--- src/rtl/captura_palabra.sv ---
`default_nettype none
// ============================================================================
// Module      : captura_palabra
// Description : Front end of the Hamming SECDED path. Synchronises and
//               debounces four data switches and the load pushbutton, then
//               latches a stable 4-bit word once per debounced press.
// Ports       : clk            - system clock, rising edge
//               rst_n          - asynchronous active-low reset
//               conmutador_in  - raw switch levels (asynchronous)
//               boton_cargar   - raw load pushbutton, active-high (asynchronous)
//               palabra        - last captured word, feeds conmutador_4 downstream
//               palabra_valida - one-cycle strobe, palabra updated this cycle
//               ocupado        - high from capture until the debounced release
// Revision    : 1.0 - initial release
// ============================================================================
module captura_palabra #(
  parameter int SYNC_STAGES     = 2,
  parameter int DEBOUNCE_CYCLES = 270000
) (
  input  logic       clk,
  input  logic       rst_n,
  input  logic [3:0] conmutador_in,
  input  logic       boton_cargar,
  output logic [3:0] palabra,
  output logic       palabra_valida,
  output logic       ocupado
);

  // Bits [3:0] are the switches, bit [4] is the load button.
  localparam int C_N_IN  = 5;
  localparam int C_CNT_W = $clog2(DEBOUNCE_CYCLES) + 1;
  localparam logic [C_CNT_W-1:0] C_CNT_MAX = C_CNT_W'(DEBOUNCE_CYCLES - 1);

  typedef enum logic [1:0] {
    ESPERA  = 2'd0,
    CAPTURA = 2'd1,
    SOLTAR  = 2'd2
  } estado_t;

  logic [C_N_IN-1:0]  w_raw;
  logic [C_N_IN-1:0]  w_sinc;
  logic [C_N_IN-1:0]  r_sync [SYNC_STAGES];
  logic [C_CNT_W-1:0] r_cnt  [C_N_IN];
  logic [C_N_IN-1:0]  r_estable;
  logic [3:0]         w_sw_estable;
  logic               w_btn_estable;
  logic               r_btn_prev;
  estado_t            r_estado;
  estado_t            w_siguiente;
  logic [3:0]         r_palabra;
  logic               r_valida;
  logic               r_ocupado;

  assign w_raw         = {boton_cargar, conmutador_in};
  assign w_sinc        = r_sync[SYNC_STAGES-1];
  assign w_sw_estable  = r_estable[3:0];
  assign w_btn_estable = r_estable[4];

  // Synchroniser chain, all five inputs in parallel.
  always_ff @(posedge clk or negedge rst_n) begin
    if (!rst_n) begin
      for (int s = 0; s < SYNC_STAGES; s++) begin
        r_sync[s] <= '0;
      end
    end else begin
      r_sync[0] <= w_raw;
      for (int s = 1; s < SYNC_STAGES; s++) begin
        r_sync[s] <= r_sync[s-1];
      end
    end
  end

  // Per-input debounce: a new level must be seen on DEBOUNCE_CYCLES
  // consecutive clocks; any return to the old level restarts the count.
  always_ff @(posedge clk or negedge rst_n) begin
    if (!rst_n) begin
      for (int i = 0; i < C_N_IN; i++) begin
        r_cnt[i] <= '0;
      end
      r_estable <= '0;
    end else begin
      for (int i = 0; i < C_N_IN; i++) begin
        if (w_sinc[i] == r_estable[i]) begin
          r_cnt[i] <= '0;
        end else if (r_cnt[i] == C_CNT_MAX) begin
          r_estable[i] <= w_sinc[i];
          r_cnt[i]     <= '0;
        end else begin
          r_cnt[i] <= r_cnt[i] + 1'b1;
        end
      end
    end
  end

  // State register plus the previous debounced button level for edge detect.
  always_ff @(posedge clk or negedge rst_n) begin
    if (!rst_n) begin
      r_estado   <= ESPERA;
      r_btn_prev <= 1'b0;
    end else begin
      r_estado   <= w_siguiente;
      r_btn_prev <= w_btn_estable;
    end
  end

  always_comb begin
    w_siguiente = ESPERA;
    case (r_estado)
      ESPERA:  w_siguiente = (w_btn_estable && !r_btn_prev) ? CAPTURA : ESPERA;
      CAPTURA: w_siguiente = SOLTAR;
      SOLTAR:  w_siguiente = w_btn_estable ? SOLTAR : ESPERA;
      default: w_siguiente = ESPERA;
    endcase
  end

  // Outputs are registered from the next state so the strobe and the new
  // word appear together on the edge that enters CAPTURA. The word sampled
  // is sw_estable as it stood before that edge.
  always_ff @(posedge clk or negedge rst_n) begin
    if (!rst_n) begin
      r_palabra <= 4'h0;
      r_valida  <= 1'b0;
      r_ocupado <= 1'b0;
    end else begin
      if (w_siguiente == CAPTURA) begin
        r_palabra <= w_sw_estable;
      end
      r_valida  <= (w_siguiente == CAPTURA);
      r_ocupado <= (w_siguiente != ESPERA);
    end
  end

  assign palabra        = r_palabra;
  assign palabra_valida = r_valida;
  assign ocupado        = r_ocupado;

endmodule
`default_nettype wire

--- config.mk ---
export PLATFORM = sky130hd
export DESIGN_NAME = captura_palabra
export DESIGN_NICKNAME = d
export VERILOG_FILES = /design/src/rtl/captura_palabra.sv
export SDC_FILE = /design/constraint.sdc
export NUM_CORES = 1
export LEC_CHECK = 0
export CAP_MARGIN = 10
export CORE_ASPECT_RATIO = 2
export CORE_MARGIN = 3
export CORE_UTILIZATION = 35
export CTS_CLUSTER_DIAMETER = 40
export DETAILED_ROUTE_END_ITERATION = 12
export GPL_TIMING_DRIVEN = 0
export SLEW_MARGIN = 20
export SYNTH_ARGS = -nofsm -noshare
export SYNTH_HDL_FRONTEND = slang
export SYNTH_SLANG_ARGS = --single-unit
--- constraint.sdc ---
create_clock -name clk -period 3.6 [get_ports clk]
set_input_delay 0.72 -clock clk [delete_from_list [all_inputs] [get_ports clk]]
set_output_delay 0.72 -clock clk [all_outputs]
set_load 0.01 [all_outputs]
### After elaboration in Yosys (flattened, before gate mapping)

Cells that the tools add are included.
Widths: inputs -> output; s select.

| storage, ports and cells | value |
|---|---|
| word-level logic and storage cells | 62 |
| bits of input ports | 7 |
| register bits | 124 |
| output and inout port bits | 6 |

| cells by class | value |
|---|---|
| reductions and logical operators | 9 |
| $add $sub $neg | 5 |
| equal/unequal tests | 13 |
| multiplexer cells | 13 |
| bitwise gates (word level) | 5 |

Operator list:

| kind | count |
|---|---|
| $mux 20 | 10 |
| $add 20x1->20 const B | 5 |
| $eq 20x19->1 const B | 5 |
| $reduce_and 2->1 | 5 |
| $pmux 2 s3 | 1 |
| $eq 1x1->1 | 5 |
| $not 1->1 | 5 |
| $eq 2x1->1 const B | 2 |
| $eq 2x2->1 const B | 1 |
| $logic_not 2->1 | 1 |
| $mux 2 | 1 |
| $reduce_bool 2->1 | 1 |
| $logic_and 1x1->1 | 1 |
| $logic_not 1->1 | 1 |
| $mux 1 | 1 |

### Longest topological paths before layout

Gate-level depths: netlist of the first run.

| logic depth | value |
|---|---|
| depth in word-level cells | 5 |
| mapped depth | 7 |
| mapped depth without buffers | 5 |

### Worst setup path before layout of the first run

No wires, ideal clock.

| timing | value |
|---|---|
| kind | register -> register |
| start | register r_cnt[73] (netlist name) |
| end | register r_estable[1] |
| stages on the path, launching flop included | 5 |
| clock period less this slack | 1.988 ns |
| setup time | 0.125 ns |
| path slack | 1.612 ns |
| data arrival time | 1.863 ns |
| path through | dfrtp_1 > or4_1 > or4_4 > nor2_1 > mux2_2 |

| on the way | value |
|---|---|
| word-level cells in the longest chain between the ends | 2 |

RTL lines:

| what | line | text |
|---|---|---|
| from (decl) | 43 | `logic [C_CNT_W-1:0] r_cnt [C_N_IN];` |
| from (signal, indexed assignment) | 89 | `r_cnt[i] <= r_cnt[i] + 1'b1;` |
| $eq 20x19->1 | 85 | `end else if (r_cnt[i] == C_CNT_MAX) begin` |
| $reduce_and 2->1 (no source line) | n/a |  |
| to (signal, indexed assignment) | 86 | `r_estable[i] <= w_sinc[i];` |
| to (decl) | 44 | `logic [C_N_IN-1:0] r_estable;` |

Every way passes these cells.
A chain may end at the register's enable or synchronous reset.

### Final worst setup path of the first run

| timing | value |
|---|---|
| start | register r_cnt[40] (netlist name) |
| end | register r_cnt[50] (netlist name) |

| on the way | value |
|---|---|
| word-level cells in the longest chain between the ends | 3 |
| elaborated cells on any way between the ends | 4 |
| those cells by class | 1 x add/sub; 1 x eq/ne; 2 x mux |

RTL lines:

| what | line | text |
|---|---|---|
| $add 20x1->20 / $eq 20x19->1 (equally long branches) | 89, 85 |  |
| $mux 20 * | 85 |  |
| $mux 20 * | 83 | `if (w_sinc[i] == r_estable[i]) begin` |

Every way passes the cells marked *; elsewhere a longest branch is shown, timed or not.

==> results of run 1 <==
-- cell families after synthesis --
group / Yosys count
and+or+nand+nor: 282
DFF: 124
xor gates and xnor gates: 76
AOI/OAI and AO/OA: 39
buffers and inverters: 27
muxes: 13
adders and majority gates: 5
-- final cells by class --
class	count	area [um2]	share of cell area
plain buffers	10	51.3	0.00747
clock buffers	19	453	0.0659
inverters	17	63.8	0.00929
well taps	204	255	0.0371
repair buffers	13	149	0.0217
clock inverters	13	190	0.0277
multi-input cells	415	2610	0.379
flip-flops and latches	124	3100	0.452
-- cells in the final DEF (no fill, tap or decap), types with 2 or more instances in the layout --
cell type | Yosys | final
nor3_1 | 17 | 17
nand3_1 | 38 | 38
inv_1 | 17 | 17
xnor2_1 | 46 | 46
clkinv_4 | 0 | 5
buf_6 | 1 | 2
or2_2 | 2 | 2
or3_1 | 11 | 11
and4_1 | 10 | 10
clkbuf_16 | 0 | 17
nand2_1 | 25 | 25
bufinv_16 | 0 | 4
mux2_2 | 9 | 9
nor3b_1 | 2 | 2
clkinv_2 | 0 | 2
and2_1 | 3 | 3
nor4_1 | 17 | 17
or4_1 | 8 | 8
nor2_1 | 98 | 98
or4_4 | 2 | 2
nor4bb_1 | 2 | 2
o21ai_0 | 15 | 15
a21oi_1 | 15 | 15
clkbuf_8 | 0 | 2
ha_1 | 5 | 5
clkbuf_1 | 6 | 6
o21ai_1 | 2 | 2
buf_2 | 2 | 2
xor2_1 | 30 | 30
clkdlybuf4s50_1 | 0 | 11
nor4b_1 | 5 | 5
and3_1 | 5 | 5
dfrtp_1 | 124 | 124
o31ai_1 | 2 | 2
nand4_2 | 2 | 2
mux2i_1 | 4 | 4
nand4_1 | 30 | 30
-- power by group through the flow --
stage / combinational [mW] / clock, mW / sequential, mW
2_1_floorplan: 0.0403 / 0 / 1.45
3_3_place_gp: 0.0851 / 0 / 1.46
3_5_place_dp: 0.0908 / 0 / 1.46
4_1_cts: 0.0912 / 1.87 / 1.43
5_1_grt: 0.103 / 1.93 / 1.43
6_report: 0.0871 / 1.83 / 1.43
-- worst max-delay path by stage --
stage | endpoint | slack (ps)
global placement | r_cnt[34] | -3000
floorplan | r_estable[1] | 1610
detailed placement | r_cnt[36] | 1280
CTS | r_cnt[33] | 1260
finish | r_cnt[50] | 1280
global route | r_cnt[50] | 1070
-- layer usage --
metal	up-vias	wire length (um)	GRT usage
met5	-	0	0
met4	0	432	0.0821
met3	37	343	0.0330
met2	90	6200	0.247
met1	2096	4620	0.142
li1	2079	-	-
-- sequential cells by signal, indices dropped and copies added (netlist names) --
name / count
w_sinc: 5
r_estable: 5
palabra_valida: 1
r_estado: 2
ocupado: 1
palabra: 4
r_sync: 5
r_cnt: 100
r_btn_prev: 1
-- critical path: stages (launching register included) --
cell and delay [ps]:
dfrtp_1 400, ha_1 240, and3_1 170, clkbuf_1 240
nand4_1 150, o21ai_1 590, buf_2 340, nor2_1 80
-- stage by stage --
stage	utilization	hold slack, ps	setup WS (ps)	instances
floorplan	-	331	1610	566
global placement	0.381	337	-3000	782
detailed placement	0.383	336	1280	783
CTS	0.422	245	1260	815
global route	0.422	269	1070	815
finish	0.422	235	1280	815
==> impl_metrics.csv, run 1 <==
group,metric,value,unit
route,drc_errors,0,
synth,synth_compound_area_frac,0.0415,
synth,yosysMostFrequentCell,"dfrtp_1",
synth,synth_xor_area_frac,0.114,
synth,synthSimpleGateAreaFrac,0.257,
route,wl,11.6,mm
clocking,cts_made_buffers,17,
clocking,clk_path_buf_depth,2,
power,power_frac_comb,0.026,
flow_run,cap_violations,0,
synth,netlist_instances,566,
sta,finalCritPeriodShare,0.643,
synth,synthTopCellsByArea,"dfrtp_1 53%, xnor2_1 6.9%, nor2_1 6.3%",
grt,grt_max_degree,79,
synth,seq_area_frac_synth,0.533,
sta,drv_slew,0,
placed_design,place_area,0.00623,mm2
sta,finalSetupViolations,0,
power,p_leak,2.77,nW
grt,grt_pass1_wl,20.3,mm
worst_setup_path,end_kind,"register",
worst_setup_path,reg2reg_slack,1280,ps
grt,grt.total_usage,0.137,
clocking,clk_pin_slew,50,ps
synth,synth_top_family_by_area,"simple AND/OR/NAND/NOR gates",
grt,grt-ovfl-total,0,
floorplanning,fp-row-count,66,
route,antenna_left,0,
power,ir_worst_vdd,255,uV
power,clkPwrFrac,0.546,
synth,async_reset_ff_frac,1.00,
clocking,cts_resized,0,
status,status,"complete, no violations",
power,switchingPower,706,uW
synth,synthMuxAreaShare,0.0243,
placed_design,portBuffers,12,
synth,ys_ff_latch,124,
power,p_total,3.35,mW
synth,synthAdderAreaFrac,0.0107,
placed_design,routabilityCongestion,0.821,
cells_and_area,final_nets,610,
worst_setup_path,path_max_fanout,10,
worst_setup_path,cp.required,3900,ps
worst_setup_path,cp-startpoint,"r_cnt[40]",
cells_and_area,fillers,1508,
clocking,insertion_delay,420,ps
cells_and_area,drive_gt1_frac,0.0966,
synth,synth_area,0.00582,mm2
clocking,clk_root_buffer_cell,"clkbuf_16",
sta,rsz0062_at_grt,"no",
power,switching_share,0.211,
power,seq_power_share,0.428,
floorplanning,die_x,97.2,um
sta,min_period,2320,ps
floorplanning,pin_count,13,
synth,syn_area_per_cell,10.3,um2
power,intPower,2.64,mW
worst_setup_path,ff2ff_path_depth,7,
sta,fmax,432,MHz
clocking,cts_hold_buf,0,
floorplanning,die_area,0.0183,mm2
route,wl_per_cell,14.2,um
sta,finClkSkew,6.30,ps
sta,finalHoldViolCount,0,
power,power.density,487,mW/mm2
clocking,htree_levels,4,
route,drt_iter0_markers,180,
synth,yosysUniqueCellTypes,42,
route,vias,4302,
worst_setup_path,cp.arrival,2610,ps
cells_and_area,area_growth,18.0,%
floorplanning,die_h,188,um
synth,synthFlopType,"dfrtp_1",
worst_setup_path,reg2reg_from,"r_cnt[40]",
clocking,clock_sinks,124,
worst_hold_path,hold_path.class,"in -> async",
route,vias_per_cell,5.28,
synth,yosysWarnings,0,
grt,antenna_found_initial,0,
synth,synth_edf_count,0,
cells_and_area,diodes,0,
worst_setup_path,crit_path_start_kind,"register",
sta,setup_tns,0,ps
worst_setup_path,crit_type,"reg -> reg",
placed_design,hpwl,8.14,mm
sta,worstMarginPinSlew,704,ps
floorplanning,coreArea,0.0163,mm2
synth,synth_largest_area_cell,"dfrtp_1",
synth,synth_fp_nets,578,
synth,synth_top_area_frac,0.533,
cells_and_area,final_area,0.00687,mm2
clocking,post-cts-setup-buffer-count,0,
worst_setup_path,r2r_end,"r_cnt[50]",
route,first_pass_iters,4,
floorplanning,start_util,0.358,
clocking,cts_tree,"yes",
synth,yosys-top-cells-count,"124 x dfrtp_1, 98 x nor2_1, 46 x xnor2_1, 38 x nand3_1",
grt,grt_pass1_vias,4499,
sta,slew-limit-headroom,0.527,
Power figures use the tool's default switching activity.
==> run 2: changes to the inputs <==
- clock period: 3.6 -> 2.15 ns (I/O delays scaled with it)
==> impl_metrics.csv, run 2 (synthesis gave the netlist of run 1 again) <==
group,metric,value,unit
worst_hold_path,hold_path.class,"reg -> reg",
clocking,htree_levels,4,
route,wl_per_cell,14.4,um
cells_and_area,diodes,0,
grt,antenna_found_initial,0,
power,p_leak,2.86,nW
status,status,"complete, no violations",
grt,grt.total_usage,0.138,
clocking,clk_path_buf_depth,2,
cells_and_area,final_common_cell,"dfrtp_1",
worst_setup_path,cp.required,2450,ps
cells_and_area,largest-register,"r_cnt",
grt,grt_max_degree,79,
sta,rsz0062_at_grt,"no",
power,clkPwrFrac,0.544,
sta,worstMarginPinSlew,596,ps
power,switching_share,0.211,
placed_design,routabilityCongestion,0.821,
clocking,cts_made_buffers,17,
clocking,clk_pin_slew,60,ps
cells_and_area,largest_reg_flops,100,
grt,grt-ovfl-total,0,
clocking,clock_sinks,124,
cells_and_area,utilization,0.430,
floorplanning,start_util,0.358,
cells_and_area,final_cell_mix,"124 x dfrtp_1, 97 x nor2_1, 46 x xnor2_1",
route,vias_per_cell,5.27,
worst_setup_path,crit_path_start_kind,"register",
placed_design,hpwl,8.14,mm
power,seq_power_share,0.427,
placed_design,portBuffers,12,
cells_and_area,fillers,1492,
cells_and_area,drive_gt1_frac,0.120,
floorplanning,die_h,188,um
grt,grt_pass1_vias,4522,
power,intPower,4.43,mW
floorplanning,die_area,0.0183,mm2
worst_setup_path,crit_type,"reg -> reg",
sta,finalCritPeriodShare,0.963,
worst_setup_path,cp.arrival,2370,ps
floorplanning,fp-row-count,66,
clocking,insertion_delay,420,ps
cells_and_area,final_nets,622,
worst_setup_path,path_max_fanout,5,
floorplanning,die_x,97.2,um
sta,whs,347,ps
sta,finalSetupViolations,0,
sta,finalHoldViolCount,0,
sta,min_period,2070,ps
floorplanning,coreArea,0.0163,mm2
route,antenna_left,0,
power,power_frac_comb,0.029,
clocking,clk_root_buffer_cell,"clkbuf_16",
route,vias,4361,
cells_and_area,area_growth,20.2,%
grt,grt_pass1_wl,20.4,mm
power,ir_worst_vdd,429,uV
power,switchingPower,1.18,mW
sta,slew-limit-headroom,0.599,
flow_run,cap_violations,0,
route,drt_iter0_markers,167,
sta,finClkSkew,5.40,ps
route,wl,11.9,mm
sta,fmax,483,MHz
floorplanning,pin_count,13,
sta,drv_slew,0,
worst_setup_path,end_kind,"register",
power,power.density,802,mW/mm2
route,first_pass_iters,4,
clocking,cts_tree,"yes",
route,drc_errors,0,
## run 2: cell count changes in the layout (fill, tap and decap cells not counted)
cell and change:
dlygate4sd3_1 +1, nor2_4 +1, buf_4 +11, clkbuf_1 -1, nor2_1 -1, o21bai_1 -1
o21bai_2 +1, o21ai_1 -2, o21ai_4 +2, clkbuf_2 +1
## run 2: routing by layer
layer  vias up  global-route usage  wire, um  part of all wire
met2        75               0.250      6380              0.54
li1       2097                   -         -                 -
met1      2148               0.142      4730              0.40
met4         0              0.0832       466             0.039
met5         -                   0         0                 0
met3        41              0.0333       340             0.029
## run 2: power by group through the flow
stage	clock, mW	sequential, mW	combinational (mW)
detailed placement	0	2.44	0.152
global route	3.23	2.40	0.188
global placement	0	2.44	0.142
CTS	3.13	2.40	0.156
floorplan	0	2.43	0.0675
finish	3.05	2.40	0.162
## run 2: cell type report
cell class                      instances  area [um2]  share of cell area
Sequential cell                       124        3100               0.443
Clock inverter                         13         190              0.0272
Buffer                                 10        52.6             0.00751
Clock buffer                           19         453              0.0647
Timing Repair Buffer                   25         241              0.0345
Multi-Input combinational cell        415        2640               0.377
Inverter                               17        63.8             0.00912
Tap cell                              204         255              0.0365
## run 2: through the flow
step / TNS, ps / power, mW / cells / cell area (um2) / setup WS (ps)
floorplan: 0 / 2.50 / 566 / 5820 / 162
global placement: -515850 / 2.58 / 782 / 6200 / -4160
detailed placement: -3590 / 2.59 / 783 / 6230 / -172
CTS: 0 / 5.69 / 817 / 6900 / 14.4
global route: 0 / 5.82 / 827 / 7000 / 12.7
finish: 0 / 5.62 / 827 / 7000 / 80.4
## run 2: worst paths after layout
kind,startpoint,slack (ps),endpoint,depth (start not counted)
min in group asynchronous,rst_n,520,r_cnt[12],2
min reg2reg,r_sync[6],350,w_sinc[1],0
max in group asynchronous,rst_n,880,r_cnt[81],3
min,r_sync[6],350,w_sinc[1],0
max,r_cnt[77],80,r_estable[1],4
max reg2reg,r_cnt[77],80,r_estable[1],4
## run 2: critical path: stages, from the launching register on
cell and delay (ps):
dfrtp_1 410, or4_1 540, or4_4 540, nor2_4 130, mux2_2 330
## run 2: what timing repair did
item                       4_1_cts  5_1_grt
hold buffers                     1        0
gates resized for setup          5        3
hold endpoints to repair        46        0
pin swaps                        1        3
setup buffers                    1       10
setup endpoints to repair       51       38
==> run 3: changes to the inputs <==
- CORE_MARGIN: 3 -> 5
==> impl_metrics.csv, run 3 (synthesis gave the netlist of run 1 again) <==
group,metric,value,unit
status,status,"complete, no violations",
worst_setup_path,end_kind,"register",
clocking,htree_levels,4,
floorplanning,coreArea,0.0164,mm2
route,drc_errors,0,
route,antenna_left,0,
cells_and_area,area_growth,19.4,%
route,wl,11.7,mm
sta,worstMarginPinSlew,598,ps
sta,min_period,2070,ps
floorplanning,die_x,101,um
cells_and_area,largest_reg_flops,100,
worst_setup_path,cp.arrival,2380,ps
cells_and_area,diodes,0,
sta,finalHoldViolCount,0,
placed_design,portBuffers,12,
clocking,cts_made_buffers,17,
cells_and_area,fillers,1588,
cells_and_area,largest-register,"r_cnt",
clocking,clk_pin_slew,60,ps
route,wl_per_cell,14.2,um
clocking,clk_path_buf_depth,2,
clocking,cts_tree,"yes",
worst_hold_path,holdCritStartpoint,"r_sync[6]",
route,vias,4284,
cells_and_area,final_common_cell,"dfrtp_1",
grt,grt-ovfl-total,0,
worst_setup_path,crit_type,"reg -> reg",
sta,finalCritPeriodShare,0.963,
cells_and_area,final_nets,620,
floorplanning,die_area,0.0195,mm2
cells_and_area,final_cell_mix,"123 x dfrtp_1, 97 x nor2_1, 46 x xnor2_1",
grt,grt.total_usage,0.132,
worst_setup_path,crit_path_top_delay_cell,"or4_4",
clocking,insertion_delay,420,ps
cells_and_area,drive_gt1_frac,0.122,
grt,antenna_found_initial,0,
floorplanning,fp-row-count,66,
grt,grt_max_degree,79,
power,p_total,5.49,mW
cells_and_area,multiInputGateArea,0.00264,mm2
worst_setup_path,path_max_fanout,5,
route,first_pass_iters,4,
floorplanning,die_h,192,um
cells_and_area,regArea,0.00310,mm2
floorplanning,pin_count,13,
flow_run,cap_violations,0,
power,ir_worst_vdd,457,uV
worst_setup_path,cp.required,2450,ps
sta,fmax,483,MHz
grt,grt_pass1_wl,20.7,mm
sta,drv_slew,0,
sta,finClkSkew,7.85,ps
worst_hold_path,hold_path.class,"reg -> reg",
power,power.density,789,mW/mm2
worst_setup_path,crit_chain,"or4_1 > or4_4 > nor2_2 > mux2_2",
worst_setup_path,crit_path_start_kind,"register",
route,vias_per_cell,5.19,
floorplanning,start_util,0.356,
sta,rsz0062_at_grt,"yes",
route,drt_iter0_markers,200,
worst_setup_path,cp_num_buf_inv,0,
placed_design,placed_cells,783,
power,p_leak,2.83,nW
clocking,clock_sinks,124,
clocking,clk_root_buffer_cell,"clkbuf_16",
worst_setup_path,cp_top_family,"simple AND/OR/NAND/NOR gates",
cells_and_area,fin_cells,825,
sta,slew-limit-headroom,0.598,
grt,grt_pass1_vias,4460,
placed_design,routabilityCongestion,0.767,
placed_design,hpwl,7.90,mm
worst_setup_path,slowest_delay,520,ps
worst_setup_path,cp-startpoint,"r_cnt[73]",
sta,finalSetupViolations,0,
worst_setup_path,reg2reg_from,"r_cnt[73]",
==> run 3: changes by cell type in the layout (fill, tap and decap cells not counted), moves of 2 or more <==
cell / before / now
nor4_1: 17 / 15
nor4_2: 1 / 3
buf_4: 12 / 10
clkinvlp_4: 1 / 3
==> run 3: final cells by class <==
cell class              count  area share
repair buffers             23      0.0326
clock inverters            14      0.0246
plain buffers              10     0.00792
well taps                 204      0.0367
multi-input cells         415       0.380
flip-flops and latches    124       0.446
clock buffers              18      0.0631
inverters                  17     0.00917
==> run 3: through the flow <==
step	area [um2]	setup WS (ps)	TNS [ps]	hold slack (ps)	utilization
floorplan	5820	162	0	134	-
global placement	6200	-4240	-525570	337	0.379
detailed placement	6230	-232	-3920	335	0.381
CTS	6880	11.6	0	348	0.421
global route	6960	-10.8	-31.0	355	0.425
finish	6960	78.8	0	347	0.425
==> run 3: repair_timing <==
action,4_1_cts,5_1_grt
pin swaps,1,2
hold endpoints to repair,46,0
gates resized for setup,5,5
setup endpoints to repair,46,32
setup buffers,1,8
hold buffers,1,0
==> run 3: routing by layer <==
metal  share of wire  vias up  GRT usage
li1                -     2089          -
met1            0.42     2135      0.148
met2            0.54       46      0.233
met3           0.022       14     0.0322
met4           0.020        0     0.0604
met5               0        -          0
==> run 3: path summary, 6_finish.rpt <==
kind,end,slack (ps),depth (start not counted)
max,r_estable[1],80,4
min,w_sinc[1],350,0
max reg2reg,r_estable[1],80,4
min reg2reg,w_sinc[1],350,0
max in group asynchronous,r_cnt[73],860,3
min in group asynchronous,r_cnt[31],520,2
==> run 3: where the power goes <==
group	switching [mW]	total, mW	internal, mW
clock network	1.07	2.93	1.85
logic	0.103	0.162	0.0586
registers	0.0319	2.40	2.37
total	1.21	5.49	4.28
